==> config.mk <==
export PLATFORM = sky130hd
export DESIGN_NAME = immediate_decode_stage
export DESIGN_NICKNAME = d
export VERILOG_FILES = /design/src/rtl/immediate_decode_stage.sv
export SDC_FILE = /design/constraint.sdc
export NUM_CORES = 1
export LEC_CHECK = 0
export CORE_MARGIN = 2
export CORE_UTILIZATION = 25
export DETAILED_ROUTE_END_ITERATION = 8
export DONT_BUFFER_PORTS = 1
export SLEW_MARGIN = 40
export SYNTH_ARGS = -nofsm -noshare
export SYNTH_HDL_FRONTEND = slang
export SYNTH_SLANG_ARGS = --single-unit
export TNS_END_PERCENT = 20
==> constraint.sdc <==
create_clock -name clock -period 5.1 [get_ports clock]
set_clock_uncertainty 0.15 [all_clocks]
set_input_delay 1.02 -clock clock [delete_from_list [all_inputs] [get_ports clock]]
set_output_delay 1.02 -clock clock [all_outputs]
set_load 0.05 [all_outputs]
==> src/rtl/immediate_decode_stage.sv <==
// RV32I immediate decode stage: extracts/sign-extends immediates, 2-entry skid buffer on the output.
// Optional `illegal` output enabled by defining ILLEGAL_OPCODE_DETECT_EN.
package immediate_decode_pkg;
  typedef enum logic {ModeLui = 1'b0, ModeAuipc = 1'b1} ImmediateFormerMode_t;
endpackage

module immediate_decode_stage
  import immediate_decode_pkg::*;
#(
  parameter int unsigned XLEN = 32
) (
  input  logic                 clock,
  input  logic                 nReset,
  input  logic                 flush,
  input  logic                 instValid,
  output logic                 instReady,
  input  logic [31:0]          instruction,
  input  logic [31:0]          pcIn,
  output logic                 decValid,
  input  logic                 decReady,
  output logic [XLEN-1:0]      immediate,
  output logic [2:0]           immType,
  output logic                 uForm,
  output ImmediateFormerMode_t immediateFormerMode,
  output logic [31:0]          pcOut,
  output logic [4:0]           rd,
  output logic [4:0]           rs1,
  output logic [4:0]           rs2,
`ifdef ILLEGAL_OPCODE_DETECT_EN
  output logic                 illegal,
`endif
  output logic [2:0]           funct3
);

  if (XLEN != 32) begin : g_bad_xlen
    $error("immediate_decode_stage: only XLEN=32 is supported");
  end

  localparam logic [2:0] TypeNone = 3'd0;
  localparam logic [2:0] TypeI    = 3'd1;
  localparam logic [2:0] TypeS    = 3'd2;
  localparam logic [2:0] TypeB    = 3'd3;
  localparam logic [2:0] TypeU    = 3'd4;
  localparam logic [2:0] TypeJ    = 3'd5;

  typedef struct packed {
    logic [31:0]          imm;
    logic [2:0]           typ;
    logic                 uform;
    ImmediateFormerMode_t mode;
    logic [31:0]          pc;
    logic [4:0]           rd;
    logic [4:0]           rs1;
    logic [4:0]           rs2;
    logic [2:0]           f3;
`ifdef ILLEGAL_OPCODE_DETECT_EN
    logic                 ill;
`endif
  } bundle_t;

  typedef enum logic [1:0] {StEmpty, StOne, StTwo} state_e;

  state_e  state_q;
  bundle_t main_q, skid_q, dec_d;
  logic    in_xfer, out_xfer;

  always_comb begin
    dec_d      = '0;
    dec_d.mode = ModeLui;
    dec_d.pc   = pcIn;
    dec_d.rd   = instruction[11:7];
    dec_d.rs1  = instruction[19:15];
    dec_d.rs2  = instruction[24:20];
    dec_d.f3   = instruction[14:12];
    case (instruction[6:0])
      7'b0110111: begin
        dec_d.typ   = TypeU;
        dec_d.uform = 1'b1;
        dec_d.imm   = {instruction[31:12], 12'b0};
      end
      7'b0010111: begin
        dec_d.typ   = TypeU;
        dec_d.uform = 1'b1;
        dec_d.mode  = ModeAuipc;
        dec_d.imm   = {instruction[31:12], 12'b0};
      end
      7'b1101111: begin
        dec_d.typ = TypeJ;
        dec_d.imm = {{12{instruction[31]}}, instruction[19:12], instruction[20],
                     instruction[30:21], 1'b0};
      end
      7'b1100111, 7'b0000011, 7'b0010011, 7'b0001111, 7'b1110011: begin
        dec_d.typ = TypeI;
        dec_d.imm = {{21{instruction[31]}}, instruction[30:20]};
      end
      7'b0100011: begin
        dec_d.typ = TypeS;
        dec_d.imm = {{21{instruction[31]}}, instruction[30:25], instruction[11:7]};
      end
      7'b1100011: begin
        dec_d.typ = TypeB;
        dec_d.imm = {{20{instruction[31]}}, instruction[7], instruction[30:25],
                     instruction[11:8], 1'b0};
      end
      7'b0110011: dec_d.typ = TypeNone;
      default: begin
        // Opcodes outside the map (including instr[1:0]!=2'b11) decode as no immediate.
`ifdef ILLEGAL_OPCODE_DETECT_EN
        dec_d.ill = 1'b1;
`endif
      end
    endcase
  end

  assign instReady = (state_q != StTwo);
  assign decValid  = (state_q != StEmpty);
  assign in_xfer   = instValid & instReady;
  assign out_xfer  = decValid & decReady;

  always_ff @(posedge clock or negedge nReset) begin
    if (!nReset) begin
      state_q <= StEmpty;
      main_q  <= '0;
      skid_q  <= '0;
    end else if (flush) begin
      state_q <= StEmpty;
    end else begin
      case (state_q)
        StEmpty: begin
          if (in_xfer) begin
            main_q  <= dec_d;
            state_q <= StOne;
          end
        end
        StOne: begin
          if (in_xfer && !out_xfer) begin
            skid_q  <= dec_d;
            state_q <= StTwo;
          end else if (in_xfer && out_xfer) begin
            main_q <= dec_d;
          end else if (out_xfer) begin
            state_q <= StEmpty;
          end
        end
        StTwo: begin
          if (out_xfer) begin
            main_q  <= skid_q;
            state_q <= StOne;
          end
        end
        default: state_q <= StEmpty;
      endcase
    end
  end

  assign immediate           = main_q.imm;
  assign immType             = main_q.typ;
  assign uForm               = main_q.uform;
  assign immediateFormerMode = main_q.mode;
  assign pcOut               = main_q.pc;
  assign rd                  = main_q.rd;
  assign rs1                 = main_q.rs1;
  assign rs2                 = main_q.rs2;
  assign funct3              = main_q.f3;
`ifdef ILLEGAL_OPCODE_DETECT_EN
  assign illegal             = main_q.ill;
`endif

endmodule

==> impl_metrics.tcl, run 1 <==
set metrics [dict create \
    finalCriticalPeriod_ps 2880 \
    hold_ws_ps 130 \
    post-route-period-util_pct 56.5 \
    rsz0062_at_grt "false" \
    rows 64 \
    grt_use_met3_pct 5.20 \
    num_antenna_cells 0 \
    synth-seq-cells 176 \
    cellPowerDensity_mw_per_mm2 452 \
    clk-insertion-delay-late_ps 440 \
    cts_htree_levels 4 \
    holdBufCountCts 0 \
    critical_path.reg2reg.endpoint "immediate[28]" \
    hpwl_um 14300 \
    fin_nets 918 \
    startpoint_type "flip-flop" \
    clk_pin_slew_worst_paths_ps 70 \
    syn_area_sq_mm 0.00786 \
    regArea_sq_mm 0.00440 \
    worst_setup_path_end_kind "output port" \
    layout-drive-gt1-share_pct 8.24 \
    ys_warn_count 0 \
    track_usage_pct 14.0 \
    rr_startpoint "state_q[0]" \
    setup_viol 0 \
    grt_pass1_wl_um 35500 \
    met1_usage_pct 17.9 \
    path_max_fanout 40 \
    avgSynthCellArea_sq_um 8.93 \
    numCtsBuffers 17 \
    synth_top_area_share_pct 56.0 \
    seq_area_frac_synth_pct 56.0 \
    initial_core_util_pct 25.6 \
    leakagePower_nw 3.78 \
    synth_edf_count 0 \
    critPathLaunch "state_q[0]" \
    synth.area.top_cells "dfrtp_1 (56%), nand2_1 (15%), nor2_1 (5.3%)" \
    syn_inst 881 \
    grt_max_degree 177 \
    vias 6049 \
    cts_tree "done" \
    synth_ff_type "dfrtp_1" \
    fp.dieH_um 181 \
    crit_type "flip-flop to output port" \
    slew_violations 0 \
    yosys.area.top_type "dfrtp_1" \
    r2r_setup_slack_ps 2650 \
    grt_overflow 0 \
    yosysMostFrequentCell "nand2_1" \
    drt_first_iter_violations 418 \
    met2_usage_pct 21.7 \
    cts_setup_buffers 0 \
    synth_nets 950 \
    area_growth_pct 11.3 \
    clock_sinks 176 \
    hold_path_class "input pin to asynchronous set/reset pin" \
    coreArea_sq_mm 0.0307 \
    root_buffer "clkbuf_16" \
    fin_tns_setup_ps 0 \
    dieArea_sq_mm 0.0329 \
    netlist_top_cells_count "nand2_1 (305), dfrtp_1 (176), nor2_1 (111)" \
    wl_per_cell_um 17.8 \
    async_flop_share_pct 100 \
    fmax_mhz 347 \
    nFillCells 3269 \
    outcome "complete, no violations" \
    drv_cap 0 \
    critPathCapture "instReady" \
    wirelength_um 22400 \
    die_w_um 181 \
    final_core_util_pct 28.5 \
    globalplace.congestion 0.803 \
    yosysUniqueCellTypes 54 \
    first_pass_iters 5 \
    grt_pass1_vias 5766 \
    tightest_slew_ps 829 \
    numPortBuffers 0 \
    critPathRequiredTime_ps 3930 \
    post-route-drc-count 0 \
    hold_viol 0 \
    critPathArrivalTime_ps 1710 \
    grt.busiest_layer "met2" \
    reg2regPathDepth 5 \
    cts_resized 0 \
    via_per_inst 4.81 \
    multi_input_area_sq_mm 0.00320 \
    ant_nets 0 \
    antenna_found_initial 0 \
    ioPinCount 158 \
    cts_buffer_depth 2 \
    slew-limit-headroom_pct 44.8 \
    ir_drop_uv 232 \
]
==> power by group <==
group	switching [W]	total [W]	internal (W)	leakage (nW)
logic	0.000220	0.000390	0.000170	1.36
clock network	0.000647	0.00130	0.000651	0.280
registers	0.000612	0.00227	0.00165	2.15
==> routing by layer <==
layer / vias to the layer above / part of all wire (%)
li1: 2903 / -
met1: 2926 / 44
met2: 188 / 45
met3: 32 / 7.7
met4: 0 / 3.0
met5: - / 0
==> critical path: stages (launching register included) <==
cell	delay [ps]
dfrtp_1	470
nor2_4	150
clkinv_2	630
==> per-stage QoR <==
step	area, sq um	worst slack, ps	cells	total power, W
finish	8750	2220	1258	0.00395
detailed placement	8190	2100	1226	0.00269
global route	8750	2090	1258	0.00417
floorplan	7860	2640	881	0.00257
CTS	8750	2180	1258	0.00401
global placement	8160	2120	1225	0.00267
==> layout by cell type (no fill, tap or decap), types with 2 or more instances in the layout <==
| master | synthesis | routed |
|---|---|---|
| and2_0 | 2 | 2 |
| nand2b_1 | 4 | 4 |
| nor2_4 | 0 | 2 |
| a21o_1 | 2 | 2 |
| inv_1 | 2 | 2 |
| o211ai_1 | 2 | 2 |
| a21oi_1 | 29 | 29 |
| clkinv_2 | 0 | 3 |
| buf_6 | 2 | 2 |
| and2_1 | 3 | 3 |
| nand2_1 | 305 | 304 |
| clkbuf_16 | 0 | 17 |
| a32o_1 | 4 | 4 |
| a211oi_1 | 6 | 6 |
| o21ai_0 | 14 | 14 |
| nand3b_1 | 2 | 2 |
| o21ai_1 | 2 | 2 |
| o32ai_4 | 2 | 2 |
| buf_4 | 4 | 5 |
| a31oi_1 | 63 | 63 |
| clkinv_4 | 0 | 2 |
| o21bai_1 | 2 | 2 |
| o22ai_1 | 3 | 3 |
| nor2_1 | 111 | 109 |
| and3_1 | 3 | 3 |
| dfrtp_1 | 176 | 176 |
| nor2b_1 | 3 | 3 |
| a221o_1 | 8 | 8 |
| nor3_1 | 23 | 23 |
| inv_8 | 0 | 6 |
| inv_6 | 0 | 4 |
| nand3_1 | 13 | 13 |
| a211oi_2 | 13 | 13 |
==> final cells by class <==
class | count | area share (%)
Multi-Input combinational cell | 643 | 36.6
Clock buffer | 17 | 4.86
Timing Repair Buffer | 8 | 0.858
Clock inverter | 15 | 1.57
Tap cell | 396 | 5.66
Inverter | 3 | 0.143
Sequential cell | 176 | 50.3
==> registers in the layout, summed over array words and instances (netlist names) <==
register / count
skid_q: 87
immediate: 32
pcOut: 32
rd: 5
rs1: 5
rs2: 5
funct3: 3
immType: 3
state_q: 2
immediateFormerMode: 1
uForm: 1
==> worst min-delay path by stage <==
stage,from,endpoint,slack [ps]
6_report,nReset,pcOut[21],130
5_1_grt,nReset,pcOut[20],100
4_1_cts,nReset,pcOut[14],100
3_5_place_dp,skid_q[63],skid_q[63],310
3_3_place_gp,skid_q[60],skid_q[60],300
2_1_floorplan,skid_q[60],skid_q[60],290
==> logic make-up (layout without fill, tap and decap cells) <==
kind of cell / count (synthesis) / after routing / share of synthesized area [%]
AOI/OAI and AO/OA: 161 / 161 / 15.2
xor gates and xnor gates: 1 / 1 / 0.111
buffers and inverters: 62 / 43 / 3.83
DFF: 176 / 176 / 56.0
and+or+nand+nor: 481 / 481 / 24.9
Note: power is estimated with default switching activity, not from simulation.
==> run 2, diff against run 1 <==
clock period = 2.4 ns   (was 5.1 ns; I/O delays follow)
==> run 2 against run 1 <==
  * The run now ends with hold timing left
  * Combinational power is 140% higher
  * Routed wire length is 7.7% higher
  * Die area stayed put
  * Critical path depth is 3 higher
  * Core utilization is 2.2 points higher
  * Via count is 5.1% higher
  * Largest power group unchanged
  * Largest cell class unchanged
  * Final area is 7.8% higher
  * Register-to-register slack worse by 2400 ps
==> impl_metrics.tcl, run 2 (synthesis gave the netlist of run 1 again) <==
set metrics [dict create \
    fin_nets 983 \
    critPathSlowestCell "o32ai_4" \
    nFillCells 3203 \
    globalplace.congestion 0.818 \
    path_delay_family "compound AO/OA/AOI/OAI gates" \
    initial_core_util_pct 25.6 \
    hold_ws_ps -399 \
    outcome "complete, but fails checks" \
    slew_violations 0 \
    antenna_found_initial 0 \
    ioPinCount 158 \
    tightest_slew_ps 630 \
    grt_pass1_vias 6237 \
    slowest_delay_ps 570 \
    die_w_um 181 \
    root_buffer "clkbuf_16" \
    ir_drop_uv 548 \
    worst_setup_path_end_kind "flip-flop" \
    layout-drive-gt1-share_pct 8.95 \
    setup_viol 0 \
    critPathArrivalTime_ps 2250 \
    coreArea_sq_mm 0.0307 \
    drv_cap 0 \
    finalCriticalPeriod_ps 2120 \
    setup_ws_ps 283 \
    first_pass_iters 5 \
    numPortBuffers 0 \
    clock_sinks 176 \
    area_growth_pct 20.0 \
    mostFrequentLayoutCells "nand2_1 (304), dfrtp_1 (176), nor2_1 (109)" \
    ant_nets 0 \
    critPathRequiredTime_ps 2530 \
    via_per_inst 4.81 \
    hpwl_um 15100 \
    fp.dieH_um 181 \
    cts_setup_buffers 0 \
    wl_per_cell_um 18.2 \
    cts_htree_levels 4 \
    post-route-drc-count 0 \
    crit_buf_inv 0 \
    grt_pass1_wl_um 37900 \
    cellPowerDensity_mw_per_mm2 901 \
    violations "hold timing" \
    rsz0062_at_grt "false" \
    dieArea_sq_mm 0.0329 \
    wirelength_um 24100 \
    rows 64 \
    drt_first_iter_violations 356 \
    clk_pin_slew_worst_paths_ps 80 \
    cts_resized 0 \
    holdBufCountCts 51 \
    dpl.cell_count 1240 \
    place_ws_ps 313 \
    grt_overflow 0 \
    startpoint_type "flip-flop" \
    cts_buffer_depth 2 \
    slew-limit-headroom_pct 58.0 \
    numCtsBuffers 17 \
    path_max_fanout 8 \
    track_usage_pct 15.0 \
    grt_max_degree 177 \
    post-route-period-util_pct 88.2 \
    vias 6359 \
    leakagePower_nw 4.09 \
    num_antenna_cells 0 \
    hold_viol 176 \
    stdcell_count 1323 \
    hold_path_class "input pin to asynchronous set/reset pin" \
    final_common_cell "nand2_1" \
    largest_reg_flops 87 \
    fin_tns_setup_ps 0 \
    crit_type "flip-flop to flip-flop" \
    cp_cell_sequence "nand2b_1, nor2_1, nand2_1, o32ai_4, a211oi_1" \
    fmax_mhz 472 \
    cts_tree "done" \
    regMostFlops "skid_q" \
    clk-insertion-delay-late_ps 430 \
]
[run 2: cell count changes in the layout (fill, tap and decap cells not counted), moves of 4 or more]
| cell | previous run | this run |
|---|---|---|
| dlygate4sd3_1 | 0 | 51 |
| inv_8 | 6 | 0 |
| buf_12 | 0 | 7 |
| buf_4 | 5 | 15 |
| clkinv_4 | 2 | 6 |
[run 2: routing by layer]
layer  track usage (%)  share of wire (%)  vias up
li1                  -                  -     3026
met1              19.1                 43     3139
met2              24.4                 48      170
met3              4.39                6.8       24
met4              4.55                1.9        0
met5                 0                  0        -
[run 2: cell type report]
class	count	area (sq um)	area share, %
Multi-Input combinational cell	643	3190	33.9
Sequential cell	176	4400	46.7
Inverter	3	12.5	0.133
Clock inverter	13	130	1.38
Tap cell	396	495	5.25
Clock buffer	19	433	4.59
Timing Repair Buffer	73	763	8.09
[run 2: path summary, 6_finish.rpt]
path | startpoint | to | slack [ps] | cells past startpoint
worst max-delay path | state_q[1] | immediate[19] | 280 | 5
worst min-delay path | nReset | pcOut[12] | -400 | 0
worst max register to register | state_q[1] | immediate[19] | 280 | 5
worst min register to register | skid_q[60] | skid_q[60] | 320 | 2
max in group asynchronous | nReset | immediate[1] | 2170 | 0
min in group clock | pcIn[17] | skid_q[35] | 20 | 2
[run 2: per-stage QoR]
step / area (sq um) / util [%] / power (W)
2_1_floorplan: 7860 / - / 0.00545
3_3_place_gp: 8360 / 27.2 / 0.00571
3_5_place_dp: 8360 / 27.2 / 0.00576
4_1_cts: 9430 / 30.7 / 0.00862
5_1_grt: 9430 / 30.7 / 0.00894
6_report: 9430 / 30.7 / 0.00850
[run 2: power by group]
| group | internal (W) | switching, W | total, W |
|---|---|---|---|
| clock | 0.00145 | 0.00129 | 0.00275 |
| sequential | 0.00351 | 0.00131 | 0.00482 |
| combinational | 0.000436 | 0.000491 | 0.000928 |
| total | 0.00540 | 0.00309 | 0.00850 |
